--- src/rtl/dvp_capture_ctrl.sv ---
// DVP camera capture front-end: pixel assembly, crop window, frame decimation and short-frame detection.
// Optional build macro DVP_CAPTURE_BGR_SWAP_EN swaps the RGB565 R and B fields of the assembled pixel.
module dvp_capture_ctrl #(
    parameter int DATA_W      = 8,
    parameter int PIX_BYTES   = 2,
    parameter int CNT_W       = 12,
    parameter int SKIP_FRAMES = 32
) (
    input  logic                          clk,
    input  logic                          rst,
    input  logic                          vsync_i,
    input  logic                          href_i,
    input  logic [DATA_W-1:0]             pdata_i,
    input  logic [CNT_W-1:0]              win_x0,
    input  logic [CNT_W-1:0]              win_w,
    input  logic [CNT_W-1:0]              win_y0,
    input  logic [CNT_W-1:0]              win_h,
    input  logic [1:0]                    decim,
    output logic [DATA_W*PIX_BYTES-1:0]   pix_o,
    output logic                          pix_we_o,
    output logic                          frame_start_o,
    output logic                          running_o,
    output logic [15:0]                   frame_cnt_o,
    output logic                          err_short_o
);

    localparam int PIX_W  = DATA_W * PIX_BYTES;
    localparam int SKIP_W = $clog2(SKIP_FRAMES + 1);
    localparam int CW1    = CNT_W + 1;

    typedef enum logic [1:0] {SKIP, ARM, ACTIVE} state_t;

    state_t             state_q, state_d;
    logic               vsync_r, vsync_d, href_r, href_d;
    logic [DATA_W-1:0]  pdata_r;
    logic [1:0]         beat_q;
    logic [PIX_W-1:0]   asm_q;
    logic [CNT_W-1:0]   x_q, y_q;
    logic [SKIP_W-1:0]  skip_q;
    logic [2:0]         decim_q;
    logic [CNT_W-1:0]   sh_x0, sh_w, sh_y0, sh_h;
    logic [CW1-1:0]     lines_q;
    logic               line_hit_q;

    logic               vsync_rise, href_fall, beat_valid, pix_done, in_x, in_y, hit;
    logic               dec_ok, enter_active, short_set;
    logic [2:0]         dec_mask;
    logic [CW1-1:0]     lines_total;
    logic [PIX_W-1:0]   word, pix_word;

    assign vsync_rise  = vsync_r & ~vsync_d;
    assign href_fall   = href_d & ~href_r;
    // Bytes arriving while VSYNC is high belong to no line and are dropped.
    assign beat_valid  = href_r & ~vsync_r;
    assign pix_done    = beat_valid && (beat_q == 2'(PIX_BYTES - 1));
    assign word        = (asm_q << DATA_W) | PIX_W'(pdata_r);

    assign in_x = ({1'b0, x_q} >= {1'b0, sh_x0}) && ({1'b0, x_q} < ({1'b0, sh_x0} + {1'b0, sh_w}));
    assign in_y = ({1'b0, y_q} >= {1'b0, sh_y0}) && ({1'b0, y_q} < ({1'b0, sh_y0} + {1'b0, sh_h}));
    assign hit  = pix_done && (state_q == ACTIVE) && in_x && in_y;

    assign dec_mask    = 3'((4'd1 << decim) - 4'd1);
    assign dec_ok      = (decim_q & dec_mask) == 3'd0;
    // A line cut short by VSYNC still counts if it already produced an in-window pixel.
    assign lines_total = lines_q + CW1'(line_hit_q);

`ifdef DVP_CAPTURE_BGR_SWAP_EN
    if (!(DATA_W == 8 && PIX_BYTES == 2)) begin : g_bad_swap_cfg
        $error("DVP_CAPTURE_BGR_SWAP_EN requires DATA_W=8 and PIX_BYTES=2");
    end
    assign pix_word = {word[4:0], word[10:5], word[15:11]};
`else
    assign pix_word = word;
`endif

    // NOTE: every signal driven here gets a default first, so no path leaves it unassigned and no latch appears.
    always_comb begin
        state_d      = state_q;
        enter_active = 1'b0;
        short_set    = 1'b0;
        case (state_q)
            SKIP: begin
                if (vsync_rise && skip_q == SKIP_W'(SKIP_FRAMES - 1)) state_d = ARM;
            end
            ARM: begin
                if (vsync_rise && dec_ok) begin
                    state_d      = ACTIVE;
                    enter_active = 1'b1;
                end
            end
            ACTIVE: begin
                if (vsync_rise) begin
                    short_set = lines_total < {1'b0, sh_h};
                    if (dec_ok) enter_active = 1'b1;
                    else        state_d      = ARM;
                end
            end
            default: state_d = SKIP;
        endcase
    end

    // NOTE: state is updated with non-blocking assignments so every flop samples pre-edge values.
    always_ff @(posedge clk or posedge rst) begin
        if (rst) begin
            state_q       <= SKIP;
            vsync_r       <= 1'b0;
            vsync_d       <= 1'b0;
            href_r        <= 1'b0;
            href_d        <= 1'b0;
            pdata_r       <= '0;
            beat_q        <= '0;
            asm_q         <= '0;
            x_q           <= '0;
            y_q           <= '0;
            skip_q        <= '0;
            decim_q       <= '0;
            sh_x0         <= '0;
            sh_w          <= '0;
            sh_y0         <= '0;
            sh_h          <= '0;
            lines_q       <= '0;
            line_hit_q    <= 1'b0;
            pix_o         <= '0;
            pix_we_o      <= 1'b0;
            frame_start_o <= 1'b0;
            running_o     <= 1'b0;
            frame_cnt_o   <= '0;
            err_short_o   <= 1'b0;
        end else begin
            state_q <= state_d;
            vsync_r <= vsync_i;
            vsync_d <= vsync_r;
            href_r  <= href_i;
            href_d  <= href_r;
            pdata_r <= pdata_i;

            if (!beat_valid) begin
                beat_q <= '0;
            end else begin
                asm_q  <= word;
                beat_q <= pix_done ? 2'd0 : beat_q + 2'd1;
            end

            if (href_fall)     x_q <= '0;
            else if (pix_done) x_q <= x_q + CNT_W'(1);

            if (vsync_rise)     y_q <= '0;
            else if (href_fall) y_q <= y_q + CNT_W'(1);

            if (state_q == SKIP && vsync_rise) skip_q <= skip_q + SKIP_W'(1);
            if (state_q != SKIP && vsync_rise) decim_q <= decim_q + 3'd1;
            if (state_q == SKIP && state_d == ARM) running_o <= 1'b1;

            frame_start_o <= enter_active;
            if (enter_active) begin
                frame_cnt_o <= frame_cnt_o + 16'd1;
                sh_x0       <= win_x0;
                sh_w        <= win_w;
                sh_y0       <= win_y0;
                sh_h        <= win_h;
            end

            if (vsync_rise)                   lines_q <= '0;
            else if (href_fall && line_hit_q) lines_q <= lines_q + CW1'(1);

            if (vsync_rise || href_fall) line_hit_q <= 1'b0;
            else if (hit)                line_hit_q <= 1'b1;

            if (short_set) err_short_o <= 1'b1;

            pix_we_o <= hit;
            if (hit) pix_o <= pix_word;
        end
    end

endmodule

--- config.mk ---
export PLATFORM = sky130hd
export DESIGN_NAME = dvp_capture_ctrl
export DESIGN_NICKNAME = d
export VERILOG_FILES = /design/src/rtl/dvp_capture_ctrl.sv
export SDC_FILE = /design/constraint.sdc
export NUM_CORES = 1
export LEC_CHECK = 0
export CAP_MARGIN = 20
export CORE_MARGIN = 2
export CORE_UTILIZATION = 59
export CTS_CLUSTER_DIAMETER = 200
export DETAILED_ROUTE_END_ITERATION = 16
export GPL_TIMING_DRIVEN = 0
export PLACE_DENSITY = 0.81
export SYNTH_ARGS = -nofsm -noshare
export SYNTH_HDL_FRONTEND = slang
export SYNTH_SLANG_ARGS = --single-unit
--- constraint.sdc ---
create_clock -name clk -period 7.5 [get_ports clk]
set_input_delay 1.125 -clock clk [delete_from_list [all_inputs] [get_ports clk]]
set_output_delay 1.125 -clock clk [all_outputs]
set_load 0.005 [all_outputs]
# Yosys cells after proc, flatten, opt, wreduce, memory -nomap -nowiden
# Cells that the tools add are included.
[classes]
addsub = 11
muxes = 21
bitwise = 8
reduce_logical = 20
n_shift = 1
eq_ne = 5
n_lt_le_gt_ge = 5
[op_table]
columns = ["op", "n"]
rows = [
  ["2-to-1 mux 12 bit", 4],
  ["adder 12 x 12 -> 13 bit", 2],
  ["less-than comparator 12 x 13 -> 1 bit", 2],
  ["2-to-1 mux 13 bit", 2],
  ["adder 12 x 1 -> 12 bit (second input constant)", 2],
  ["greater-or-equal comparator 12 bit", 2],
  ["adder 16 x 1 -> 16 bit (second input constant)", 1],
  ["bitwise OR 16 x 8 -> 16 bit", 1],
  ["adder 13 x 1 -> 13 bit", 1],
  ["adder 13 x 1 -> 13 bit (second input constant)", 1],
  ["less-than comparator 13 x 12 -> 1 bit", 1],
  ["logical AND 1 bit", 12],
  ["2-to-1 mux 2 bit", 6],
  ["nonzero test 2 bit", 5],
  ["2-to-1 mux 1 bit", 7],
  ["adder 6 x 1 -> 6 bit (second input constant)", 1],
  ["equality test 2 x 1 -> 1 bit (second input constant)", 3],
  ["equality test 6 x 5 -> 1 bit (second input constant)", 1],
  ["case mux 2 bit (3 select lines)", 1],
  ["adder 3 x 1 -> 3 bit (second input constant)", 1],
  ["AND 1 bit", 3],
  ["AND 3 bit", 1],
  ["logical NOT 3 bit", 1],
  ["NOT 1 bit", 3],
  ["7 further kinds", 7],
]
[word_totals]
register_bits = 155
wordCells = 95
in_bits = 62

# Logic depth before layout (Yosys ltp)
# Gate-level depths: netlist of the first run.
[depth]
ltp_word = 9
mapped_depth = 17

# Least setup slack after synthesis of the first run
# Ideal clock, no wire load.
[synth_path]
path_type = "register to register"
from = "register sh_y0[0]"
to = "register pix_o[0]"
path_stages_with_launch = 17
synth_period_minus_slack_ns = 4.229
required_time_ns = 7.375
t_arrival_ns = 4.104
setup_slack_ns = 3.271
path_cell_list = "dfrtp_1 -> ha_1 -> fa_1 -> a21oi_1 -> o22ai_1 -> o41ai_1 -> o21bai_1 -> a21oi_1 -> xor2_1 -> ha_1 -> or3_1 -> a221oi_1 -> a31oi_1 -> o21a_1 -> a2111oi_4 -> buf_6 -> mux2_4"
[synth_via]
elab_chain_len = 4
word_cells_on_any_way = 5
[synth_lines]
columns = ["item", "line_no", "rtl"]
rows = [
  ["from (decl)", "41", "logic [CNT_W-1:0] sh_x0, sh_w, sh_y0, sh_h;"],
  ["from (signal assigned)", "159", "sh_y0 <= win_y0;"],
  ["adder 12 x 12 -> 13 bit", "59", "assign in_y = ({1'b0, y_q} >= {1'b0, sh_y0}) && ({1'b0, y_q} < ({1'b0, sh_y0} + {1'b0, sh_h}));"],
  ["less-than comparator 12 x 13 -> 1 bit", "59", ""],
  ["logical AND 1 bit *", "59", ""],
  ["logical AND 1 bit *", "60", "assign hit = pix_done && (state_q == ACTIVE) && in_x && in_y;"],
  ["net hit", "45", "logic vsync_rise, href_fall, beat_valid, pix_done, in_x, in_y, hit;"],
  ["to (signal assigned)", "172", "if (hit) pix_o <= pix_word;"],
  ["to (decl)", "19", "output logic [DATA_W*PIX_BYTES-1:0] pix_o,"],
]
# Mark *: on every way through the listed nets, which the timed path passes. The rest lies on a longest branch.
# A chain may end at the register's enable or synchronous reset.

# Worst setup path after layout of the first run
[layout_path]
from = "register sh_y0[0]"
to = "register pix_o[15]"
# The elaborated chain is that of the path after synthesis.

==> results of run 1 <==
[metal layers]
metal,GRT usage (%),vias to the layer above
li1,-,3237
met4,7.91,0
met5,0,-
met2,40.4,161
met1,34.4,3218
met3,7.02,24
[stage by stage]
step / cells / hold WS (ns)
2_1_floorplan: 859 / 0.402
3_3_place_gp: 1140 / 0.420
3_5_place_dp: 1141 / 0.427
4_1_cts: 1173 / 0.437
5_1_grt: 1173 / 0.451
6_report: 1173 / 0.436
[Yosys cell counts (7+ instances only)]
library cell  instances
dfrtp_1             155
nor2_1               64
xor2_1               40
a21oi_1              39
or3_1                12
nand2b_1              7
inv_1                54
a21o_1               12
nand3_1              34
nand2_1              93
clkbuf_1             16
xnor2_1              36
ha_1                 93
nand4_1              17
o21ai_0              61
mux2_2               25
o21a_1               10
nor2b_1               7
mux2_4                8
[area by class of cell]
type | instances | area [um2]
inverter | 55 | 211
buffer | 20 | 90.1
clock buffer | 20 | 467
fill | 1032 | 3920
clock inverter | 12 | 148
sequential | 155 | 3880
multi-input combinational | 629 | 4540
tap | 184 | 230
timing repair buffer | 98 | 998
[state kept, by name, summed over array words and instances (netlist names), 2 cells and up]
signal / flops
frame_cnt_o: 16
pix_o: 16
lines_q: 13
sh_h: 12
sh_w: 12
sh_x0: 12
sh_y0: 12
x_q: 12
y_q: 12
asm_q: 8
pdata_r: 8
skip_q: 6
decim_q: 3
beat_q: 2
state_q: 2
[path summary, 6_finish.rpt]
path / from / end / slack, ns / cells past startpoint
worst max-delay path: sh_y0[0] / pix_o[15] / 2.56 / 16
worst min-delay path: beat_q[0] / beat_q[0] / 0.44 / 1
worst max register to register: sh_y0[0] / pix_o[15] / 2.56 / 16
worst min register to register: beat_q[0] / beat_q[0] / 0.44 / 1
max in group asynchronous: rst / sh_h[7] / 5.52 / 3
min in group asynchronous: rst / pdata_r[1] / 1.13 / 2
[cells by family after synthesis]
logic type                 synth area share (%)
xor gates and xnor gates                   7.64
AOI/OAI and AO/OA                          11.5
and+or+nand+nor                            14.3
muxes                                      4.84
adders and majority gates                  13.8
DFF                                        44.5
buffers and inverters                      3.40
[power by group through the flow]
stage / Combinational (mW) / Sequential [mW] / Clock, mW
after floorplan: 0.394 / 0.966 / 0
after global placement: 0.514 / 0.979 / 0
after detailed placement: 0.536 / 0.982 / 0
after CTS: 0.543 / 0.969 / 0.902
after global routing: 0.622 / 0.978 / 0.943
final: 0.542 / 0.969 / 0.892
==> key figures, run 1 <==
Outcome
  – Status: complete, no violations

Timing
  – Setup Skew: a little under 0.01 ns
  – Fmax: 202 MHz
  – Unrepaired setup endpoints after global routing: no
  – Setup_tns: 0 ns
  – Final setup violation count: 0
  – Period utilization: about 66%
  – Max-slew violation count: 0
  – Crit path setup slack, layout: between 2 and 3 ns
  – Worst slew margin: a little over two fifths
  – Fin. Hold Viols: 0
  – Tmin final: between 4 and 5 ns
  – Worst Tran Pin Value: about 0.86 ns

Die
  – Die width: roughly 130 um
  – Starting Density: between 60% and 70%
  – Die Ht: 126 um
  – Die area: between 15000 and 20000 um2
  – CORE AREA: about 14000 um2
  – Row Count: 44
  – Io pins: slightly below 100

Final layout
  – Net total in the final layout: roughly 1100
  – Final core occ: 72.9%
  – Commonest non-fill, non-tap cells in the layout: 155 x dfrtp_1, 97 x clkdlybuf4s50_1, 93 x nand2_1, 93 x ha_1, 64 x nor2_1
  – Antenna fix cells: 0
  – Design area: between 10000 and 15000 um2
  – Synth-to-layout area growth: 21.2%
  – Commonest non-fill, non-tap cell in the layout: dfrtp_1
  – Share of layout cells above drive strength 1: under 10%

Power
  – Tot Pwr: about 2.4 mW
  – Switching Fraction: between 20 and 30%
  – Worst VDD drop: approximately 0.22 mV
  – Combinational power share: approximately 23%
  – Share of total power in sequential cells: between 40% and 50%
  – Power density of the placed cells: about 230 nW/um2
  – Pint: 1.69 mW
  – Net Switching: a little over 0.7 mW
  – Clock power share: between 30% and 40%
  – Leak Pwr: 4.92 nW

Hold path
  – Min-delay worst type: reg2reg

Routing
  – DR pass1 iterations: 5
  – Residual DRC count: 0
  – DRT met1 WL: between 8000 and 9000 um
  – Iteration-0 DRC count of the detailed router: ~420
  – Vias/cell: about 5.7
  – Met3 WL: 1120 um
  – Routed met2 length: 8890 um
  – Top sig layer: met4
  – Vias: approximately 6600
  – Routed wire length: between 15000 and 20000 um
  – Post-route ant nets: 0
  – Wire length per cell: between 15 and 20 um

Clock network
  – Worst-skew pair later-pin latency: 0.43 ns
  – CTS root buf: clkbuf_16
  – TritonCTS clock tree: done
  – CTS H-tree depth: 4
  – Sink Count: roughly 160
  – Max clock buf depth: 2
  – Post-CTS Setup Repair Bufs: 0
  – TritonCTS buffer count: 17
  – Hold_buf cts: 0
  – Clk slew on worst S/H paths: 0.06 ns
  – PostCTS Resize Cnt: 0

Yosys
  – Ys Warns: 0
  – Number of synthesized flops with an enable pin: 0
  – Area share of the largest cell type after synthesis: 44.5%
  – Synth top area cells: dfrtp_1 45%, ha_1 13%, xor2_1 4.0%
  – Fraction of the yosys area taken by sequential cells: 44.5%
  – Post-synthesis async set-or-reset flop share: between 90% and 100%
  – Avg Cell Area, Syn: 10.1 um2
  – Synthesized area: between 8000 and 9000 um2
  – Gate count after technology mapping: ~860
  – Largest area contributor in the netlist: dfrtp_1
  – Leading register cell type out of synthesis: dfrtp_1
  – Net count after synthesis: just over 1000
  – Seq cells post-synth: 155
  – Post-synth cell types: 56

Worst setup path
  – Crit path required time: slightly below 8 ns
  – CP Max Fanout: 10
  – Worst path arrival time: ~5.2 ns
  – CP top delay family: compound AO/OA/AOI/OAI gates
  – Critical path cell sequence: ha_1 -> fa_1 -> a21oi_1 -> o22ai_1 -> o41ai_1 -> o21bai_1 -> a21oi_1 -> xor2_1 -> ha_1 -> or3_1 -> a221oi_1 -> a31oi_1 -> o21a_1 -> a2111oi_4 -> buf_6 -> mux2_4
  – Largest stage delay on the critical path: between 0.7 and 0.8 ns
  – CP max stage cell: a2111oi_4
  – Startpoint class of the critical path: flop
  – Crit path kind: reg2reg
  – CP endpoint kind: flop
  – Worst Path Buf+Inv: 1

Global route
  – Total track usage: between 20 and 30%
  – First-pass GRT wire length: between 30000 and 40000 um
  – Largest net degree at the start of global routing: 100
  – Vias in the first global route: about 6700
  – Initial antenna violation count: 0
  – Total grt overflow: 0

Placed design
  – Placer congestion estimate: about 0.86
  – Hpwl dp: 14000 um
  – Input/output buffers: 97
  – Pre-CTS setup slack: 2.55 ns
  – Post-Place Cell Area: approximately 9900 um2

Flow run
  – Max-cap check violation count: 0
(Power assumes the default switching activity.)
==> inputs of run 2 (changes only) <==
--- a/config.mk
+++ b/config.mk
@@ -7,11 +7,11 @@
 export LEC_CHECK = 0
 export CAP_MARGIN = 20
 export CORE_MARGIN = 2
-export CORE_UTILIZATION = 59
+export CORE_UTILIZATION = 57
 export CTS_CLUSTER_DIAMETER = 200
 export DETAILED_ROUTE_END_ITERATION = 16
 export GPL_TIMING_DRIVEN = 0
-export PLACE_DENSITY = 0.81
+export PLACE_DENSITY = 0.79
 export SYNTH_ARGS = -nofsm -noshare
 export SYNTH_HDL_FRONTEND = slang
 export SYNTH_SLANG_ARGS = --single-unit
==> constraint.sdc (replaced) <==
create_clock -name clk -period 4.77 [get_ports clk]
set_input_delay 0.7155 -clock clk [delete_from_list [all_inputs] [get_ports clk]]
set_output_delay 0.7155 -clock clk [all_outputs]
set_load 0.005 [all_outputs]
==> run 2 against run 1 <==
Effect of this change: sequential power increased by 57%; final cell count increased by 0.51%; clock skew decreased by 0.0016 ns; register-to-register slack got worse by 2.3 ns; fmax increased by 10%; global-route usage decreased by 0.35 points; die area increased by 3.4%; worst hold slack improved by 0.0083 ns; largest cell class unchanged; worst setup slack got worse by 2.3 ns; sequential cell count unchanged; sequential share of layout area about the same; critical path type unchanged; highest routed layer unchanged.
==> key figures, run 2 (synthesis gave the netlist of run 1 again) <==
Outcome
  – Status: complete, no violations

Die
  – Die Ht: around 130 um
  – Row Count: 45
  – Io pins: 98
  – CORE AREA: approximately 15000 um2
  – Die width: approximately 130 um
  – Die area: approximately 16000 um2
  – Starting Density: a little under 60%

Clock network
  – Hold_buf cts: 0
  – CTS H-tree depth: 4
  – Worst-skew pair later-pin latency: approximately 0.43 ns
  – CTS root buf: clkbuf_16
  – TritonCTS clock tree: done
  – TritonCTS buffer count: 17
  – Clk slew on worst S/H paths: roughly 0.060 ns
  – Sink Count: between 150 and 200
  – Max clock buf depth: 2

Final layout
  – Design area: ~11000 um2
  – Layout Cells excl Fill: around 1200
  – Synth-to-layout area growth: 21.1%
  – Antenna fix cells: 0
  – Commonest non-fill, non-tap cells in the layout: 155 x dfrtp_1, 97 x clkdlybuf4s50_1, 93 x nand2_1, 93 x ha_1, 64 x nor2_1
  – Fill cells: about 1100
  – Final core occ: a little over two thirds
  – Commonest non-fill, non-tap cell in the layout: dfrtp_1
  – Share of layout cells above drive strength 1: between 8 and 9%
  – Net total in the final layout: about 1100
  – Top flop regs: frame_cnt_o: 16 flops, pix_o: 16 flops, lines_q: 13 flops

Routing
  – Routed met2 length: between 8000 and 9000 um
  – Vias/cell: 5.64
  – DR pass1 iterations: 5
  – Vias: 6650
  – Top sig layer: met4
  – Routed wire length: 19400 um
  – Met3 WL: 1020 um
  – Wire length per cell: 16.4 um
  – Residual DRC count: 0
  – DRT met1 WL: approximately 8900 um
  – Iteration-0 DRC count of the detailed router: between 300 and 400
  – Post-route ant nets: 0

Worst setup path
  – Crit path kind: reg2reg
  – CP Max Fanout: 8
  – Startpoint class of the critical path: flop
  – Crit path required time: just over 5 ns
  – CP endpoint kind: flop
  – Worst path arrival time: between 4 and 5 ns

Placed design
  – Dpl cells: ~1100
  – Placer congestion estimate: 0.847
  – Post-Place Cell Area: 9980 um2
  – Hpwl dp: ~14000 um
  – Input/output buffers: 97
  – Pre-CTS setup slack: -0.161 ns

Timing
  – Period utilization: ~94%
  – Worst Tran Pin Value: ~0.8 ns
  – Tmin final: 4.48 ns
  – Worst slew margin: between 40 and 50%
  – Fin. Hold Viols: 0
  – Max-slew violation count: 0
  – Unrepaired setup endpoints after global routing: no
  – Min Hold Slack: 0.445 ns
  – Crit path setup slack, layout: a little under 0.3 ns
  – Fmax: 223 MHz
  – Final setup violation count: 0
  – Setup Skew: 0.00828 ns

Global route
  – Largest net degree at the start of global routing: between 40 and 50
  – Total grt overflow: 0
  – First-pass GRT wire length: between 30000 and 40000 um
  – Vias in the first global route: approximately 6700
  – Total track usage: between 20% and 30%
  – Initial antenna violation count: 0

Power
  – Power density of the placed cells: 347 nW/um2
  – Leak Pwr: between 4 and 5 nW
  – Worst VDD drop: 0.285 mV

Hold path
  – Min-delay worst type: reg2reg

Flow run
  – Max-cap check violation count: 0
-- run 2: cell count changes in the layout (fill, tap and decap cells not counted), moves of 2 or more --
cell / delta
clkinvlp_4: +2
inv_6: -3
clkbuf_8: -2
clkinv_2: +2
clkinv_4: +2
buf_12: +3
inv_8: -2
-- run 2: repair_timing --
| item | in CTS | in global routing |
|---|---|---|
| endpoints found under the setup margin | 11 | 16 |
| buffers inserted | 1 | 0 |
| endpoints found under the hold margin | 0 | 0 |
| resized for setup | 0 | 1 |
| pin swaps | 1 | 0 |
-- run 2: path summary, 6_finish.rpt --
check / end / slack [ns] / cells after the start / startpoint
min in group asynchronous: skip_q[3] / 0.78 / 2 / rst
max: pix_o[11] / 0.29 / 16 / sh_y0[0]
min: beat_q[0] / 0.44 / 1 / beat_q[0]
max in group asynchronous: sh_x0[11] / 3.03 / 4 / rst
min reg2reg: beat_q[0] / 0.44 / 1 / beat_q[0]
max reg2reg: pix_o[11] / 0.29 / 16 / sh_y0[0]
-- run 2: final cells by class --
type | count | area [um2] | area share (%)
Timing Repair Buffer | 101 | 1040 | 9.84
Clock inverter | 12 | 113 | 1.07
Inverter | 55 | 210 | 1.99
Buffer | 20 | 90.1 | 0.854
Clock buffer | 19 | 443 | 4.20
Multi-Input combinational cell | 629 | 4550 | 43.1
Sequential cell | 155 | 3880 | 36.8
Tap cell | 188 | 235 | 2.23
-- run 2: stage by stage --
step	setup TNS (ns)	total power, mW
global route	0	3.88
finish	0	3.67
global placement	-0.585	2.35
detailed placement	-1.25	2.39
CTS	0	3.68
floorplan	0	2.14
-- run 2: layer usage --
| layer | vias to the layer above | GRT usage, % |
|---|---|---|
| li1 | 3239 | - |
| met1 | 3206 | 33.8 |
| met2 | 166 | 39.2 |
| met3 | 39 | 6.53 |
| met4 | 0 | 9.89 |
| met5 | - | 0 |
-- run 2: power breakdown --
part | switching [mW] | internal (mW) | leakage [nW]
clock network | 0.552 | 0.733 | 0.270
logic | 0.457 | 0.401 | 2.64
registers | 0.0948 | 1.43 | 1.99
-- run 2: critical path, stage by stage (launching register included) --
cell and delay [ns]:
dfrtp_1 0.41, ha_1 0.24, fa_1 0.41, a21oi_1 0.23
o22ai_1 0.17, o41ai_2 0.37, o21bai_1 0.10, a21oi_1 0.18
xor2_1 0.11, ha_1 0.19, or3_1 0.31, a221oi_1 0.21
a31oi_1 0.13, o21a_1 0.21, a2111oi_4 0.46, buf_4 0.26
mux2_2 0.36
==> inputs of run 3 (changes only) <==
--- a/config.mk
+++ b/config.mk
@@ -7,11 +7,11 @@
 export LEC_CHECK = 0
 export CAP_MARGIN = 20
 export CORE_MARGIN = 2
-export CORE_UTILIZATION = 57
+export CORE_UTILIZATION = 52
 export CTS_CLUSTER_DIAMETER = 200
 export DETAILED_ROUTE_END_ITERATION = 16
 export GPL_TIMING_DRIVEN = 0
-export PLACE_DENSITY = 0.79
+export PLACE_DENSITY = 0.76
 export SYNTH_ARGS = -nofsm -noshare
 export SYNTH_HDL_FRONTEND = slang
 export SYNTH_SLANG_ARGS = --single-unit
==> constraint.sdc (replaced) <==
create_clock -name clk -period 3.9 [get_ports clk]
set_input_delay 0.585 -clock clk [delete_from_list [all_inputs] [get_ports clk]]
set_output_delay 0.585 -clock clk [all_outputs]
set_load 0.005 [all_outputs]
==> run 3 against run 2 <==
Effect of this change: the run now ends with setup timing left; power grew 27%; utilization fell by 4.0 points; sequential cell count is the same; critical path depth grew 1; clock skew grew 0.00081 ns; non-clock buffer count is 13 higher; final cell count increased by 3.7%; wire length shrank 1.3%; global-route usage down 2.2 points; sequential power increased by 22%; register-to-register slack worse by 0.38 ns; count of clock-buffer cells in the layout fell by 1.
==> key figures, run 3 (synthesis gave the netlist of run 1 again) <==
Placed design
  – Input/output buffers: slightly below 100
  – Placer congestion estimate: just under 0.9
  – Hpwl dp: 14000 um
  – Pre-CTS setup slack: -0.819 ns

Die
  – Starting Density: between 50% and 60%
  – Die Ht: approximately 130 um
  – Row Count: between 40 and 50
  – Die width: about 130 um
  – Io pins: just under 100
  – Die area: about 18000 um2
  – CORE AREA: 16500 um2

Worst setup path
  – Crit path kind: reg2reg
  – Startpoint class of the critical path: flop
  – CP endpoint kind: flop
  – CP endpoint: pix_o[14]
  – R2r startpoint: sh_h[0]
  – CP Max Fanout: 8
  – Critical path cell sequence: ha_4 -> fa_2 -> a21oi_4 -> o22ai_4 -> o41ai_4 -> o21bai_1 -> a21oi_1 -> xor2_1 -> ha_2 -> or3_4 -> a221oi_2 -> a31oi_1 -> o21a_1 -> a2111oi_4 -> buf_4 -> buf_12 -> mux2_2
  – Worst path arrival time: approximately 4.3 ns
  – Crit path required time: about 4.2 ns
  – Worst R2R End: pix_o[14]
  – R2R depth: 17
  – Largest stage delay on the critical path: ~0.43 ns
  – Crit. Startpoint: sh_h[0]
  – Setup slack, reg-to-reg: -0.09 ns
  – CP max stage cell: dfrtp_1

Hold path
  – Min-delay worst type: reg2reg

Clock network
  – CTS root buf: clkbuf_16
  – TritonCTS buffer count: 17
  – Clk slew on worst S/H paths: around 0.06 ns
  – CTS H-tree depth: 4
  – Sink Count: roughly 160
  – TritonCTS clock tree: done
  – Worst-skew pair later-pin latency: between 0.4 and 0.5 ns
  – Max clock buf depth: 2

Timing
  – Fmax: about 250 MHz
  – Worst slew margin: between 30% and 40%
  – Crit path setup slack, layout: -0.0852 ns
  – Setup Skew: 0.00909 ns
  – Unrepaired setup endpoints after global routing: yes
  – Max-slew violation count: 0
  – Setup_tns: -1.13 ns
  – Fin. Hold Viols: 0
  – Final setup violation count: 16
  – Tmin final: around 4 ns
  – Worst Tran Pin Value: 0.918 ns
  – Period utilization: 102%

Routing
  – Residual DRC count: 0
  – Iteration-0 DRC count of the detailed router: slightly above 300
  – Post-route ant nets: 0
  – Routed wire length: ~19000 um
  – Wire length per cell: ~16 um
  – Vias/cell: about 5.3
  – Vias: 6538
  – DR pass1 iterations: 5

Power
  – Leak Pwr: between 5 and 6 nW
  – Share of total power in sequential cells: between 40% and 50%
  – Power density of the placed cells: between 400 and 500 nW/um2
  – Switching Fraction: between 20 and 30%
  – Net Switching: ~1.4 mW
  – Worst VDD drop: ~0.42 mV
  – Combinational power share: about a quarter
  – Clock power share: a little over a third
  – Pint: 3.26 mW

Global route
  – First-pass GRT wire length: 32300 um
  – Largest net degree at the start of global routing: 43
  – Initial antenna violation count: 0
  – Total grt overflow: 0
  – Vias in the first global route: 6549
  – Total track usage: 22.9%

Final layout
  – Synth-to-layout area growth: 24.7%
  – Share of layout cells above drive strength 1: 11.1%
  – Final core occ: roughly two thirds
  – Net total in the final layout: 1149
  – Top flop regs: frame_cnt_o: 16 flops, pix_o: 16 flops, lines_q: 13 flops
  – Antenna fix cells: 0
  – Commonest non-fill, non-tap cells in the layout: 155 x dfrtp_1, 97 x clkdlybuf4s50_1, 93 x nand2_1
  – Commonest non-fill, non-tap cell in the layout: dfrtp_1

Flow run
  – Max-cap check violation count: 0

Outcome
  – Status: finished with violations
  – Failing checks: setup timing
-- run 3: cell types whose count changed in the layout (fill, tap and decap cells not counted), moves of 3 or more --
cell | before | now
a21oi_1 | 39 | 35
buf_4 | 1 | 13
a21oi_2 | 0 | 3
mux2_2 | 25 | 21
mux2_4 | 8 | 12
-- run 3: per-stage QoR --
stage | std cells | power [mW] | area [um2] | hold slack, ns
global route | 1223 | 4.94 | 10900 | 0.468
detailed placement | 1179 | 2.94 | 10100 | 0.433
global placement | 1176 | 2.89 | 9990 | 0.421
CTS | 1218 | 4.65 | 10800 | 0.453
finish | 1223 | 4.66 | 10900 | 0.448
floorplan | 859 | 2.63 | 8750 | 0.402
-- run 3: layout make-up --
cell class                      count  area [um2]
Fill cell                        1276        5600
Multi-Input combinational cell    629        4670
Sequential cell                   155        3880
Timing Repair Buffer              114        1150
Clock buffer                       18         439
Tap cell                          220         275
Inverter                           55         210
Clock inverter                     12         143
Buffer                             20        98.8
-- run 3: what timing repair did --
item | in CTS | in global routing
pin swaps | 7 | 7
gates resized for setup | 12 | 9
hold buffers | 0 | 0
setup endpoints to repair | 18 | 18
buffers inserted | 9 | 5
hold endpoints to repair | 0 | 0
-- run 3: worst min-delay path by stage --
stage,from,end,slack [ns],depth (start not counted)
6_report,beat_q[0],beat_q[0],0.45,1
4_1_cts,vsync_r,vsync_d,0.45,0
3_5_place_dp,vsync_r,vsync_d,0.43,0
5_1_grt,beat_q[0],beat_q[0],0.47,1
2_1_floorplan,vsync_r,vsync_d,0.40,0
3_3_place_gp,beat_q[0],beat_q[0],0.42,1
-- run 3: metal layers --
layer  up-vias  GRT usage (%)  share of wire, %
met5         -              0                 0
met4         0           7.03               1.6
met3        19           6.28               5.1
met2       123           36.3                47
met1      3138           30.9                47
li1       3258              -                 -
-- run 3: power by group through the flow --
stage | clock, mW | combinational [mW] | sequential, mW
floorplan | 0 | 0.773 | 1.86
finish | 1.65 | 1.15 | 1.86
global placement | 0 | 1.00 | 1.89
CTS | 1.67 | 1.11 | 1.86
detailed placement | 0 | 1.04 | 1.89
global route | 1.76 | 1.30 | 1.88
-- run 3: critical path: cells and delay by family, from the launching register on --
| family | cells | cell delay (ns) |
|---|---|---|
| muxes | 1 | 0.32 |
| AOI/OAI and AO/OA | 9 | 1.61 |
| buffers and inverters | 2 | 0.35 |
| xor gates and xnor gates | 1 | 0.09 |
| and+or+nand+nor | 1 | 0.32 |
| DFF | 1 | 0.43 |
| adders and majority gates | 3 | 0.73 |
